===== src/rtl/vm_pkg.sv =====
`default_nettype none
// ============================================================================
// Module      : vm_pkg
// Description : Shared definitions for the coin payout controller: hopper
//               select encoding, coin values and the controller state type.
// Revision    : 1.0 - initial release
// ============================================================================
package vm_pkg;

    // Hopper / refill select encoding (value 3 is never driven)
    localparam logic [1:0] c_sel_1  = 2'd0;
    localparam logic [1:0] c_sel_5  = 2'd1;
    localparam logic [1:0] c_sel_10 = 2'd2;

    // Coin face values, sized to the 6-bit remaining-amount register
    localparam logic [5:0] c_val_1  = 6'd1;
    localparam logic [5:0] c_val_5  = 6'd5;
    localparam logic [5:0] c_val_10 = 6'd10;

    localparam int c_num_denom = 3;

    typedef enum logic [1:0] {
        ST_IDLE     = 2'd0,
        ST_SELECT   = 2'd1,
        ST_WAIT_ACK = 2'd2,
        ST_DONE     = 2'd3
    } state_t;

    // Face value of the coin ejected by a given hopper select
    function automatic logic [5:0] coin_value(input logic [1:0] sel);
        logic [5:0] v;
        v = 6'd0;
        case (sel)
            c_sel_1:  v = c_val_1;
            c_sel_5:  v = c_val_5;
            c_sel_10: v = c_val_10;
            default:  v = 6'd0;
        endcase
        return v;
    endfunction

endpackage
`default_nettype wire


===== src/rtl/coin_inventory.sv =====
`default_nettype none
// ============================================================================
// Module      : coin_inventory
// Description : Saturating 8-bit coin counter for one denomination. Adds a
//               refill quantity and removes one coin per hopper ack, both in
//               the same cycle if needed, clamped at MAX_COUNT.
// Revision    : 1.0 - initial release
// ============================================================================
module coin_inventory #(
    parameter logic [7:0] INIT_COUNT = 8'd20,
    parameter logic [7:0] MAX_COUNT  = 8'd255
) (
    input  logic       clk,
    input  logic       rst_n,
    input  logic       refill_en,
    input  logic [7:0] refill_cnt,
    input  logic       dec_en,
    output logic [7:0] count
);

    logic [8:0] w_sum;

    // Next count at 9 bits so a refill overflow is seen before clamping.
    // A decrement is only requested for a coin that was in stock, so the
    // subtraction cannot wrap.
    always_comb begin
        w_sum = {1'b0, count}
              + (refill_en ? {1'b0, refill_cnt} : 9'd0)
              - {8'd0, dec_en};
    end

    // Counter register with saturation at MAX_COUNT
    always_ff @(posedge clk or negedge rst_n) begin
        if (!rst_n) begin
            count <= INIT_COUNT;
        end else if (refill_en || dec_en) begin
            count <= (w_sum > {1'b0, MAX_COUNT}) ? MAX_COUNT : w_sum[7:0];
        end
    end

endmodule
`default_nettype wire


===== src/rtl/coin_dispense_ctrl.sv =====
`default_nettype none
// ============================================================================
// Module      : coin_dispense_ctrl
// Description : Greedy change-payout controller. Accepts an amount, ejects
//               10/5/1 coins one at a time through a handshaked hopper
//               interface, tracks per-denomination inventory and reports any
//               unpaid shortfall with a one-cycle done pulse.
// Revision    : 1.0 - initial release
// ============================================================================
module coin_dispense_ctrl
    import vm_pkg::*;
#(
    parameter logic [7:0] INIT_COUNT = 8'd20,
    parameter logic [7:0] MAX_COUNT  = 8'd255
) (
    input  logic       clk,
    input  logic       rst_n,
    input  logic       req_valid,
    input  logic [5:0] req_amount,
    output logic       req_ready,
    output logic       coin_req,
    output logic [1:0] coin_sel,
    input  logic       coin_ack,
    output logic       done,
    output logic [5:0] shortfall,
    input  logic       refill,
    input  logic [1:0] refill_sel,
    input  logic [7:0] refill_cnt,
    output logic [7:0] inv_1,
    output logic [7:0] inv_5,
    output logic [7:0] inv_10
);

    state_t     r_state;
    state_t     w_state_nxt;
    logic [5:0] r_remaining;
    logic [5:0] w_remaining_nxt;
    logic [1:0] w_coin_sel_nxt;
    logic [5:0] w_shortfall_nxt;
    logic       w_ack_take;
    logic [7:0] w_inv [c_num_denom];

    // An ack only counts while a coin is actually outstanding
    assign w_ack_take = (r_state == ST_WAIT_ACK) && coin_ack;

    generate
        for (genvar gi = 0; gi < c_num_denom; gi++) begin : g_inv
            coin_inventory #(
                .INIT_COUNT (INIT_COUNT),
                .MAX_COUNT  (MAX_COUNT)
            ) u_inv (
                .clk        (clk),
                .rst_n      (rst_n),
                .refill_en  (refill && (refill_sel == 2'(gi))),
                .refill_cnt (refill_cnt),
                .dec_en     (w_ack_take && (coin_sel == 2'(gi))),
                .count      (w_inv[gi])
            );
        end
    endgenerate

    assign inv_1  = w_inv[c_sel_1];
    assign inv_5  = w_inv[c_sel_5];
    assign inv_10 = w_inv[c_sel_10];

    // Next-state and next-output decode; SELECT decides on the registered
    // inventory, so a refill landing in that same cycle is not considered
    always_comb begin
        w_state_nxt     = r_state;
        w_remaining_nxt = r_remaining;
        w_coin_sel_nxt  = coin_sel;
        w_shortfall_nxt = shortfall;
        case (r_state)
            ST_IDLE: begin
                if (req_valid && req_ready) begin
                    w_remaining_nxt = req_amount;
                    w_state_nxt     = ST_SELECT;
                end
            end
            ST_SELECT: begin
                if ((r_remaining >= c_val_10) && (inv_10 != 8'd0)) begin
                    w_coin_sel_nxt = c_sel_10;
                    w_state_nxt    = ST_WAIT_ACK;
                end else if ((r_remaining >= c_val_5) && (inv_5 != 8'd0)) begin
                    w_coin_sel_nxt = c_sel_5;
                    w_state_nxt    = ST_WAIT_ACK;
                end else if ((r_remaining >= c_val_1) && (inv_1 != 8'd0)) begin
                    w_coin_sel_nxt = c_sel_1;
                    w_state_nxt    = ST_WAIT_ACK;
                end else begin
                    w_shortfall_nxt = r_remaining;
                    w_state_nxt     = ST_DONE;
                end
            end
            ST_WAIT_ACK: begin
                if (coin_ack) begin
                    w_remaining_nxt = r_remaining - coin_value(coin_sel);
                    w_state_nxt     = ST_SELECT;
                end
            end
            ST_DONE: begin
                w_state_nxt = ST_IDLE;
            end
            default: begin
                w_state_nxt = ST_IDLE;
            end
        endcase
    end

    // State, working amount and registered outputs; strobes follow the state
    // being entered so every output is a flop
    always_ff @(posedge clk or negedge rst_n) begin
        if (!rst_n) begin
            r_state     <= ST_IDLE;
            r_remaining <= 6'd0;
            req_ready   <= 1'b0;
            coin_req    <= 1'b0;
            coin_sel    <= c_sel_1;
            done        <= 1'b0;
            shortfall   <= 6'd0;
        end else begin
            r_state     <= w_state_nxt;
            r_remaining <= w_remaining_nxt;
            req_ready   <= (w_state_nxt == ST_IDLE);
            coin_req    <= (w_state_nxt == ST_WAIT_ACK);
            coin_sel    <= w_coin_sel_nxt;
            done        <= (w_state_nxt == ST_DONE);
            shortfall   <= w_shortfall_nxt;
        end
    end

endmodule
`default_nettype wire


===== config.mk =====
export PLATFORM = sky130hd
export DESIGN_NAME = coin_dispense_ctrl
export DESIGN_NICKNAME = d
export VERILOG_FILES = /design/src/rtl/vm_pkg.sv /design/src/rtl/coin_inventory.sv /design/src/rtl/coin_dispense_ctrl.sv
export SDC_FILE = /design/constraint.sdc
export NUM_CORES = 1
export LEC_CHECK = 0
export ABC_CLOCK_PERIOD_IN_PS = 3700
export CAP_MARGIN = 20
export CORE_MARGIN = 4
export CORE_UTILIZATION = 35
export CTS_CLUSTER_SIZE = 25
export DETAILED_ROUTE_END_ITERATION = 10
export PLACE_DENSITY_LB_ADDON = 0.08
export SYNTH_ARGS = -nofsm -noshare
export SYNTH_HDL_FRONTEND = slang
export SYNTH_SLANG_ARGS = --single-unit

===== constraint.sdc =====
create_clock -name clk -period 3.7 [get_ports clk]
set_clock_uncertainty 0.15 [all_clocks]
set_input_delay 0.37 -clock clk [delete_from_list [all_inputs] [get_ports clk]]
set_output_delay 0.37 -clock clk [all_outputs]
set_load 0.1 [all_outputs]

Word-level counts from Yosys, hierarchy flattened --
Cells that the tools add are included.
Word-level totals: bits in registers 43, bits in latches 0, memory bits (writable) 0, bits in read-only memories 0, output and inout bits 35, memories kept 0
Cells by class: $add $sub $neg 7, $mul 0, div/mod/pow operators 0, order comparisons 6, equal/unequal tests 11, shifts and indexed selects 0, muxes and demuxes 21, bitwise operators 3, reductions and logical operators 26
Operators with widths (count):
- two-way mux 8 bit | 6
- adder 8 x 9 -> 9 bit | 3
- greater-than comparator 9 x 8 -> 1 bit, second input constant | 3
- subtractor 9 x 1 -> 9 bit | 3
- two-way mux 6 bit | 4
- nonzero test 8 bit | 3
- == test 2 bit, second input constant | 6
- case mux 4 bit (3 select lines) | 1
- case mux 6 bit (2 select lines) | 1
- logical AND 1 bit | 11
- two-way mux 2 bit | 5
- logical NOT 2 bit | 4
- case mux 2 bit (4 select lines) | 1
- == test 2 x 1 -> 1 bit, second input constant | 3
- >= comparator 6 x 1 -> 1 bit, second input constant | 1
- >= comparator 6 x 3 -> 1 bit, second input constant | 1
- >= comparator 6 x 4 -> 1 bit, second input constant | 1
- subtractor 6 bit | 1
- inequality test 2 bit, second input constant | 2
- AND reduction 4 bit | 1
- logical OR 1 bit | 3
- two-way mux 1 bit | 3
- NOT 1 bit | 3
- AND reduction 3 bit | 1
- other kinds (3) | 3

Longest topological paths before layout --
Gate-level depths: netlist of the first run.
word-level depth 7, mapped depth 13

Cells and area by module --
Synthesis of the first run repeated with hierarchy kept, for this count alone.
Unflattened totals: cells, all modules 443, area, all modules 3933.8 um^2
By module, submodules not included:
- coin_inventory | times used 3, cells each 108, area each 925.9 um^2
- coin_dispense_ctrl | times used 1, cells each 119, area each 1156.1 um^2

Least setup slack after synthesis of the first run --
OpenSTA, ideal clock, no wires.
path kind register to register, from register coin_sel[0], to register g_inv[2].u_inv.count[3], arrival 3.387 ns, required time 3.405 ns, slack 0.018 ns, cell stages (with the launch flop) 13, buffers on the path 0, cells stage by stage dfrtp_1 -> nand2b_1 -> nor2_1 -> ha_1 -> inv_1 -> ha_1 -> fa_1 -> a21o_1 -> a21oi_1 -> o21ai_0 -> a21oi_1 -> xor2_1 -> a31oi_1
On the way: longest elaborated chain between the ends 5, elaborated cells on any way between the ends 6, those cells by class add/sub: 1; order compare: 1; eq/ne: 1; mux: 1; reduce/logical: 2
RTL lines:
- start: declaration | RTL line coin_dispense_ctrl.sv:22 | output logic [1:0] coin_sel,
- start signal: assignment | RTL line coin_dispense_ctrl.sv:118 | coin_sel <= c_sel_1;
- start signal: assignment | RTL line coin_dispense_ctrl.sv:126 | coin_sel <= w_coin_sel_nxt;
- == test 2 bit (*) | RTL line coin_dispense_ctrl.sv:56 | .dec_en (w_ack_take && (coin_sel == 2'(gi))),
- logical AND 1 bit (*) | RTL line coin_dispense_ctrl.sv:56
- subtractor 9 x 1 -> 9 bit | RTL line coin_inventory.sv:29 | - {8'd0, dec_en};
- greater-than comparator 9 x 8 -> 1 bit | RTL line coin_inventory.sv:37 | count <= (w_sum > {1'b0, MAX_COUNT}) ? MAX_COUNT : w_sum[7:0];
- two-way mux 8 bit | RTL line coin_inventory.sv:37
- end signal: assignment | RTL line coin_inventory.sv:37
- end: declaration | RTL line coin_inventory.sv:18 | output logic [7:0] count
Every way passes the cells marked *; elsewhere a longest branch is shown, timed or not. A chain may end at the register's enable or synchronous reset.

Worst setup path after layout of the first run --
from register r_state[1], to register g_inv[2].u_inv.count[6]
On the way: longest elaborated chain between the ends 6, elaborated cells on any way between the ends 7, those cells by class add/sub: 1; order compare: 1; eq/ne: 1; mux: 1; reduce/logical: 3
RTL lines:
- start: declaration | RTL line coin_dispense_ctrl.sv:34 | state_t r_state;
- start signal: assignment | RTL line coin_dispense_ctrl.sv:122 | r_state <= w_state_nxt;
- == test 2 bit (*) | RTL line coin_dispense_ctrl.sv:44 | assign w_ack_take = (r_state == ST_WAIT_ACK) && coin_ack;
- logical AND 1 bit (*) | RTL line coin_dispense_ctrl.sv:44
- logical AND 1 bit (*) | RTL line coin_dispense_ctrl.sv:56
- subtractor 9 x 1 -> 9 bit | RTL line coin_inventory.sv:29
- greater-than comparator 9 x 8 -> 1 bit | RTL line coin_inventory.sv:37
- two-way mux 8 bit | RTL line coin_inventory.sv:37
Marked as above.

==> impl_metrics.py, run 1 <==
metrics = {
    "run_status": {
        "result_of_the_run": "complete, no violations",
    },
    "grt": {
        "first_global_vias": 2936,
        "global_route_wire_length_before_repair_um": 14400,
        "grt.overflow.total": 0,
        "antenna_violations_before_repair": 0,
        "largest_net_degree_at_the_start_of_global_routing": 44,
        "overall_global_routing_usage_pct": 15.5,
    },
    "timing": {
        "final_hold_vio_count": 0,
        "rsz0062_at_grt": "no",
        "setup_viol": 0,
        "max_freq_ghz": 0.301,
        "final_max_slew_viol_count": 0,
        "post-route-period-util_pct": 89.8,
        "timing.final.ws_setup_ps": 378,
        "tightest_slew_ps": 987,
        "timing.slew.headroom_pct": 34.0,
        "totalNegativeSetupSlack_ps": 0,
        "finalCriticalPeriod_ps": 3320,
    },
    "clocking": {
        "ctsHtreeMaxLevel": 2,
        "cts_inserted_buffers": 5,
        "clock_slew_seen_by_the_registers_of_the_worst_setup_and_hold_paths_ps": 100,
        "postCtsSetupRepairBufs": 0,
        "clkSinkCount": 43,
        "clkLatencyLatePin_ps": 300,
        "clock_path_buffers": 2,
        "hold_buffers": 0,
        "ctsRootBufferMaster": "sky130_fd_sc_hd__clkbuf_8",
        "cts_tree": "yes",
        "cts_repair_resize_count": 0,
    },
    "worst_setup_path": {
        "critical_path.max_fanout": 7,
        "crit-reg2reg-launch": "r_state[1]",
        "setup.reg_to_reg.worst_slack_ps": 380,
        "worst-r2r-cell-count": 14,
        "type_of_element_launching_the_critical_path": "flop",
        "worstSetupStartpoint": "r_state[1]",
        "timing.critical_path.required_ps": 3730,
        "critical_path_arrival_ps": 3350,
        "crit_path_end_kind": "flop",
        "regToRegEndpoint": "g_inv[2].u_inv.count[6]",
        "cp-endpoint": "g_inv[2].u_inv.count[6]",
        "worstSetupPathType": "reg2reg",
    },
    "yosys": {
        "synthesis.instances": 426,
        "synth.yosys.warnings": 0,
        "synth_largest_area_cell": "sky130_fd_sc_hd__dfrtp_1",
        "synth-edff-count": 0,
        "most_used_dff_post_synth": "sky130_fd_sc_hd__dfrtp_1",
        "most_common_cell_in_the_synthesized_netlist": "sky130_fd_sc_hd__inv_1",
        "synthesis.area_per_instance_um2": 8.30,
        "synthTopCellsByCount": "sky130_fd_sc_hd__inv_1, sky130_fd_sc_hd__ha_1, sky130_fd_sc_hd__nor2_1",
        "yosys.cell_types.count": 43,
        "syn-num-nets": 503,
        "post_synthesis_instance_area_um2": 3540,
        "synth_seq_area_share_pct": 30.6,
        "synth.top_cells.by_area": "sky130_fd_sc_hd__dfrtp_1, sky130_fd_sc_hd__ha_1, sky130_fd_sc_hd__inv_1",
        "ffs_w_async_s_r_synth_pct": 100,
        "synthDominantCellAreaShare_pct": 26.2,
        "synth.ff_latch_count": 43,
    },
    "detailed_routing": {
        "drt_iter0_markers": 112,
        "drcViolationCount": 0,
        "detail-route-antenna-nets": 0,
        "route.met2.wl_um": 4010,
        "routed-via-count": 2963,
        "detailed_routing_wirelength_on_met1_um": 4020,
        "top_layer_used": "met4",
        "drt_pass1_iterations": 4,
        "detail_route.vias_per_cell": 4.75,
        "route.met3.wl_um": 287,
        "postRouteWirelength_um": 8390,
        "wire_per_inst_um": 13.4,
    },
    "run": {
        "drv.max_cap_violation_count": 0,
    },
    "worst_hold_path": {
        "timing.hold.worst.start": "shortfall[5]",
        "holdCritPathClass": "reg2reg",
    },
    "floorplan": {
        "ioPinCount": 56,
        "width_of_the_die_um": 109,
        "design.die.area_um2": 11800,
        "fp-row-count": 36,
        "floorplan.initialDensity_pct": 36.0,
        "floorplan.core_area_um2": 9820,
        "die_height_um": 109,
    },
    "final_layout": {
        "areaGrowthSynthToFinish_pct": 24.4,
        "filler_cell_count": 1041,
        "final_cell_utilization_of_the_core_pct": 44.8,
        "final_layout_size_suffix_gt1_share_pct": 7.94,
        "nNetsFinal": 567,
        "antenna_cells": 0,
    },
    "placement": {
        "gpl.final_weighted_congestion": 0.747,
        "pre_cts_slack_ps": 192,
        "place.detailed.hpwl_um": 6900,
        "portBuffers": 55,
    },
}
==> cells in the final DEF (no fill, tap or decap), types with 5 or more instances in the layout <==
| cell type | synthesis | final |
|---|---|---|
| sky130_fd_sc_hd__dfrtp_1 | 37 | 37 |
| sky130_fd_sc_hd__nor3_1 | 5 | 5 |
| sky130_fd_sc_hd__ha_1 | 52 | 52 |
| sky130_fd_sc_hd__nand3_1 | 5 | 5 |
| sky130_fd_sc_hd__xnor2_1 | 7 | 7 |
| sky130_fd_sc_hd__dfstp_2 | 6 | 6 |
| sky130_fd_sc_hd__mux2_2 | 6 | 6 |
| sky130_fd_sc_hd__a21o_1 | 11 | 11 |
| sky130_fd_sc_hd__clkbuf_8 | 0 | 6 |
| sky130_fd_sc_hd__a31oi_1 | 26 | 26 |
| sky130_fd_sc_hd__inv_1 | 84 | 84 |
| sky130_fd_sc_hd__nand2_1 | 32 | 32 |
| sky130_fd_sc_hd__xor2_1 | 13 | 13 |
| sky130_fd_sc_hd__nor4_1 | 6 | 6 |
| sky130_fd_sc_hd__buf_4 | 1 | 8 |
| sky130_fd_sc_hd__o21ai_0 | 15 | 15 |
| sky130_fd_sc_hd__nor2_1 | 40 | 40 |
| sky130_fd_sc_hd__nor2b_1 | 5 | 5 |
| sky130_fd_sc_hd__clkdlybuf4s50_1 | 0 | 54 |
| sky130_fd_sc_hd__a21oi_1 | 29 | 29 |
==> worst max-delay path: stages (launching register included) <==
cell,delay [ps]
sky130_fd_sc_hd__dfrtp_1,440
sky130_fd_sc_hd__and2b_2,260
sky130_fd_sc_hd__nand2_1,160
sky130_fd_sc_hd__nor2_1,80
sky130_fd_sc_hd__ha_1,280
sky130_fd_sc_hd__inv_1,40
sky130_fd_sc_hd__ha_1,230
sky130_fd_sc_hd__fa_1,420
sky130_fd_sc_hd__a21o_1,200
sky130_fd_sc_hd__a21oi_1,190
sky130_fd_sc_hd__o21ai_0,120
sky130_fd_sc_hd__a21oi_1,180
sky130_fd_sc_hd__xor2_1,210
sky130_fd_sc_hd__buf_4,170
sky130_fd_sc_hd__a31oi_1,80
==> through the flow <==
step	instance area, um2	std cells	hold slack (ps)
finish	4400	624	364
global route	4400	624	390
global placement	4260	613	339
floorplan	3540	426	-75.6
CTS	4360	621	121
detailed placement	4260	613	352
==> how the worst min path moves through the flow <==
stage	end	slack, ps	cells after the start
2_1_floorplan	coin_req	-80	0
3_3_place_gp	shortfall[4]	340	1
3_5_place_dp	shortfall[2]	350	1
4_1_cts	done	120	1
5_1_grt	g_inv[1].u_inv.count[2]	390	2
6_report	shortfall[5]	360	1
==> state kept, by name, summed over array words and instances (netlist names) <==
| signal | cells |
|---|---|
| r_state | 2 |
| req_ready | 1 |
| done | 1 |
| g_inv.u_inv.count | 24 |
| shortfall | 6 |
| coin_sel | 2 |
| coin_req | 1 |
| r_remaining | 6 |
==> cell families after synthesis <==
| kind of cell | Yosys count | synth area share, % |
|---|---|---|
| buf+inv | 92 | 9.98 |
| simple gates | 110 | 14.8 |
| mux | 6 | 1.91 |
| fa+ha+maj | 56 | 20.7 |
| xor+xnor | 20 | 4.95 |
| compound gates | 99 | 17.1 |
| flops | 43 | 30.6 |
==> final cells by class <==
class	instances	area, um2	area share, %
multi-input cells	291	2100	47.7
clock buffers	6	82.6	1.88
well taps	133	166	3.78
clock inverters	2	16.3	0.370
inverters	84	315	7.17
flip-flops and latches	43	1080	24.6
repair buffers	65	636	14.4
==> per-layer routing <==
metal / up-vias / GRT usage (%)
li1: 1559 / -
met2: 52 / 26.4
met5: - / 0
met4: 0 / 3.52
met1: 1348 / 21.0
met3: 4 / 1.79
Power of run 1 is left out: the tool's default activity adds up to more than one toggle a clock period on the data nets, which glitch-free logic cannot reach.
==> run 2, diff against run 1 <==
- CTS_CLUSTER_DIAMETER: default -> 80
- REMOVE_ABC_BUFFERS: default -> 1
==> impl_metrics.py, run 2 (synthesis results as in run 1) <==
metrics = {
    "run_status": {
        "result_of_the_run": "complete, no violations",
    },
    "floorplan": {
        "width_of_the_die_um": 109,
        "ioPinCount": 56,
        "die_height_um": 109,
        "fp-row-count": 36,
        "floorplan.initialDensity_pct": 36.0,
        "floorplan.core_area_um2": 9820,
        "design.die.area_um2": 11800,
    },
    "placement": {
        "portBuffers": 55,
        "gpl.final_weighted_congestion": 0.797,
        "place.detailed.hpwl_um": 6780,
    },
    "timing": {
        "tightest_slew_ps": 977,
        "totalNegativeSetupSlack_ps": 0,
        "finalCriticalPeriod_ps": 3360,
        "timing.slew.headroom_pct": 34.7,
        "final_hold_vio_count": 0,
        "max_freq_ghz": 0.298,
        "rsz0062_at_grt": "no",
        "post-route-period-util_pct": 90.7,
        "setup_viol": 0,
        "final_max_slew_viol_count": 0,
    },
    "clocking": {
        "ctsHtreeMaxLevel": 2,
        "ctsRootBufferMaster": "sky130_fd_sc_hd__clkbuf_8",
        "cts_repair_resize_count": 0,
        "clock_path_buffers": 2,
        "cts_tree": "yes",
        "hold_buffers": 0,
        "clkSinkCount": 43,
        "cts_inserted_buffers": 5,
        "clock_slew_seen_by_the_registers_of_the_worst_setup_and_hold_paths_ps": 90,
        "postCtsSetupRepairBufs": 0,
        "clkLatencyLatePin_ps": 300,
    },
    "grt": {
        "first_global_vias": 2891,
        "overall_global_routing_usage_pct": 15.2,
        "grt.overflow.total": 0,
        "largest_net_degree_at_the_start_of_global_routing": 44,
        "global_route_wire_length_before_repair_um": 14100,
        "antenna_violations_before_repair": 0,
    },
    "final_layout": {
        "layout.cells.most_common": "sky130_fd_sc_hd__inv_1",
        "largestRegisters": "g_inv.u_inv.count (24), r_remaining (6), shortfall (6)",
        "largest_reg_flops": 24,
        "largest_register": "g_inv.u_inv.count",
        "nNetsFinal": 564,
        "final_layout_size_suffix_gt1_share_pct": 7.17,
        "areaGrowthSynthToFinish_pct": 23.4,
        "antenna_cells": 0,
        "final_cell_mix": "sky130_fd_sc_hd__inv_1, sky130_fd_sc_hd__clkdlybuf4s50_1, sky130_fd_sc_hd__ha_1",
    },
    "worst_setup_path": {
        "crit_chain": "and2b_2 > nand2_1 > nor2_1 > ha_1 > inv_1 > ha_1 > fa_1 > a21o_1 > a21oi_1 > o21ai_0 > a21oi_1 > xor2_1 > buf_4 > a31oi_1",
        "critical_path.max_fanout": 8,
        "cp_num_buf_inv": 2,
        "critical_path_arrival_ps": 3370,
        "crit_path_end_kind": "flop",
        "cp_slowest_stage_delay_ps": 440,
        "cpMaxStageDelayCell": "sky130_fd_sc_hd__dfrtp_1",
        "timing.critical_path.required_ps": 3720,
        "worstSetupPathType": "reg2reg",
        "setup.reg_to_reg.worst_slack_ps": 340,
        "worst_path_dominant_cell_family": "adder cells",
        "type_of_element_launching_the_critical_path": "flop",
    },
    "detailed_routing": {
        "postRouteWirelength_um": 8330,
        "detail_route.vias_per_cell": 4.76,
        "route.met2.wl_um": 3700,
        "drt_pass1_iterations": 4,
        "drcViolationCount": 0,
        "routed-via-count": 2954,
        "top_layer_used": "met4",
        "wire_per_inst_um": 13.4,
        "route.met3.wl_um": 365,
        "detailed_routing_wirelength_on_met1_um": 4170,
        "drt_iter0_markers": 56,
        "detail-route-antenna-nets": 0,
    },
    "run": {
        "drv.max_cap_violation_count": 0,
    },
    "worst_hold_path": {
        "holdCritPathClass": "in2async",
    },
}
-- run 2: final timing paths --
path,endpoint,startpoint,cells after the start
max in group asynchronous,g_inv[1].u_inv.count[2],rst_n,3
min in group clk,shortfall[4],shortfall[4],1
worst min register to register,shortfall[4],shortfall[4],1
worst max-delay path,g_inv[2].u_inv.count[6],r_state[1],14
worst max register to register,g_inv[2].u_inv.count[6],r_state[1],14
worst min-delay path,g_inv[2].u_inv.count[6],rst_n,2
-- run 2: worst reg2reg max path, cell delays in order (launching register included) --
cell                      delay (ps)
sky130_fd_sc_hd__dfrtp_1         440
sky130_fd_sc_hd__and2b_2         260
sky130_fd_sc_hd__nand2_1         180
sky130_fd_sc_hd__nor2_1           80
sky130_fd_sc_hd__ha_1            270
sky130_fd_sc_hd__inv_1            40
sky130_fd_sc_hd__ha_1            230
sky130_fd_sc_hd__fa_1            420
sky130_fd_sc_hd__a21o_1          200
sky130_fd_sc_hd__a21oi_1         200
sky130_fd_sc_hd__o21ai_0         140
sky130_fd_sc_hd__a21oi_1         200
sky130_fd_sc_hd__xor2_1          160
sky130_fd_sc_hd__buf_4           170
sky130_fd_sc_hd__a31oi_1          90
-- run 2: per-stage QoR --
stage	cells	instance area (um2)	hold WS (ps)	setup WS (ps)	utilization, %
floorplan	418	3500	-75.6	18.1	-
global placement	611	4250	339	97.5	43.3
detailed placement	611	4250	347	125	43.3
CTS	619	4330	121	326	44.1
global route	621	4360	377	111	44.4
finish	621	4360	350	343	44.4
-- run 2: per-layer routing --
layer / up-vias / global-route usage [%]
li1: 1548 / -
met2: 44 / 24.2
met3: 8 / 3.10
met4: 0 / 3.61
met1: 1354 / 21.3
met5: - / 0
-- run 2: final cells by class --
type | count | area, um2
inverters | 84 | 315
clock inverters | 2 | 12.5
well taps | 133 | 166
multi-input cells | 291 | 2100
flip-flops and latches | 43 | 1080
clock buffers | 6 | 72.6
fillers | 1049 | 5460
repair buffers | 62 | 613
Power of run 2 is left out for the same reason.
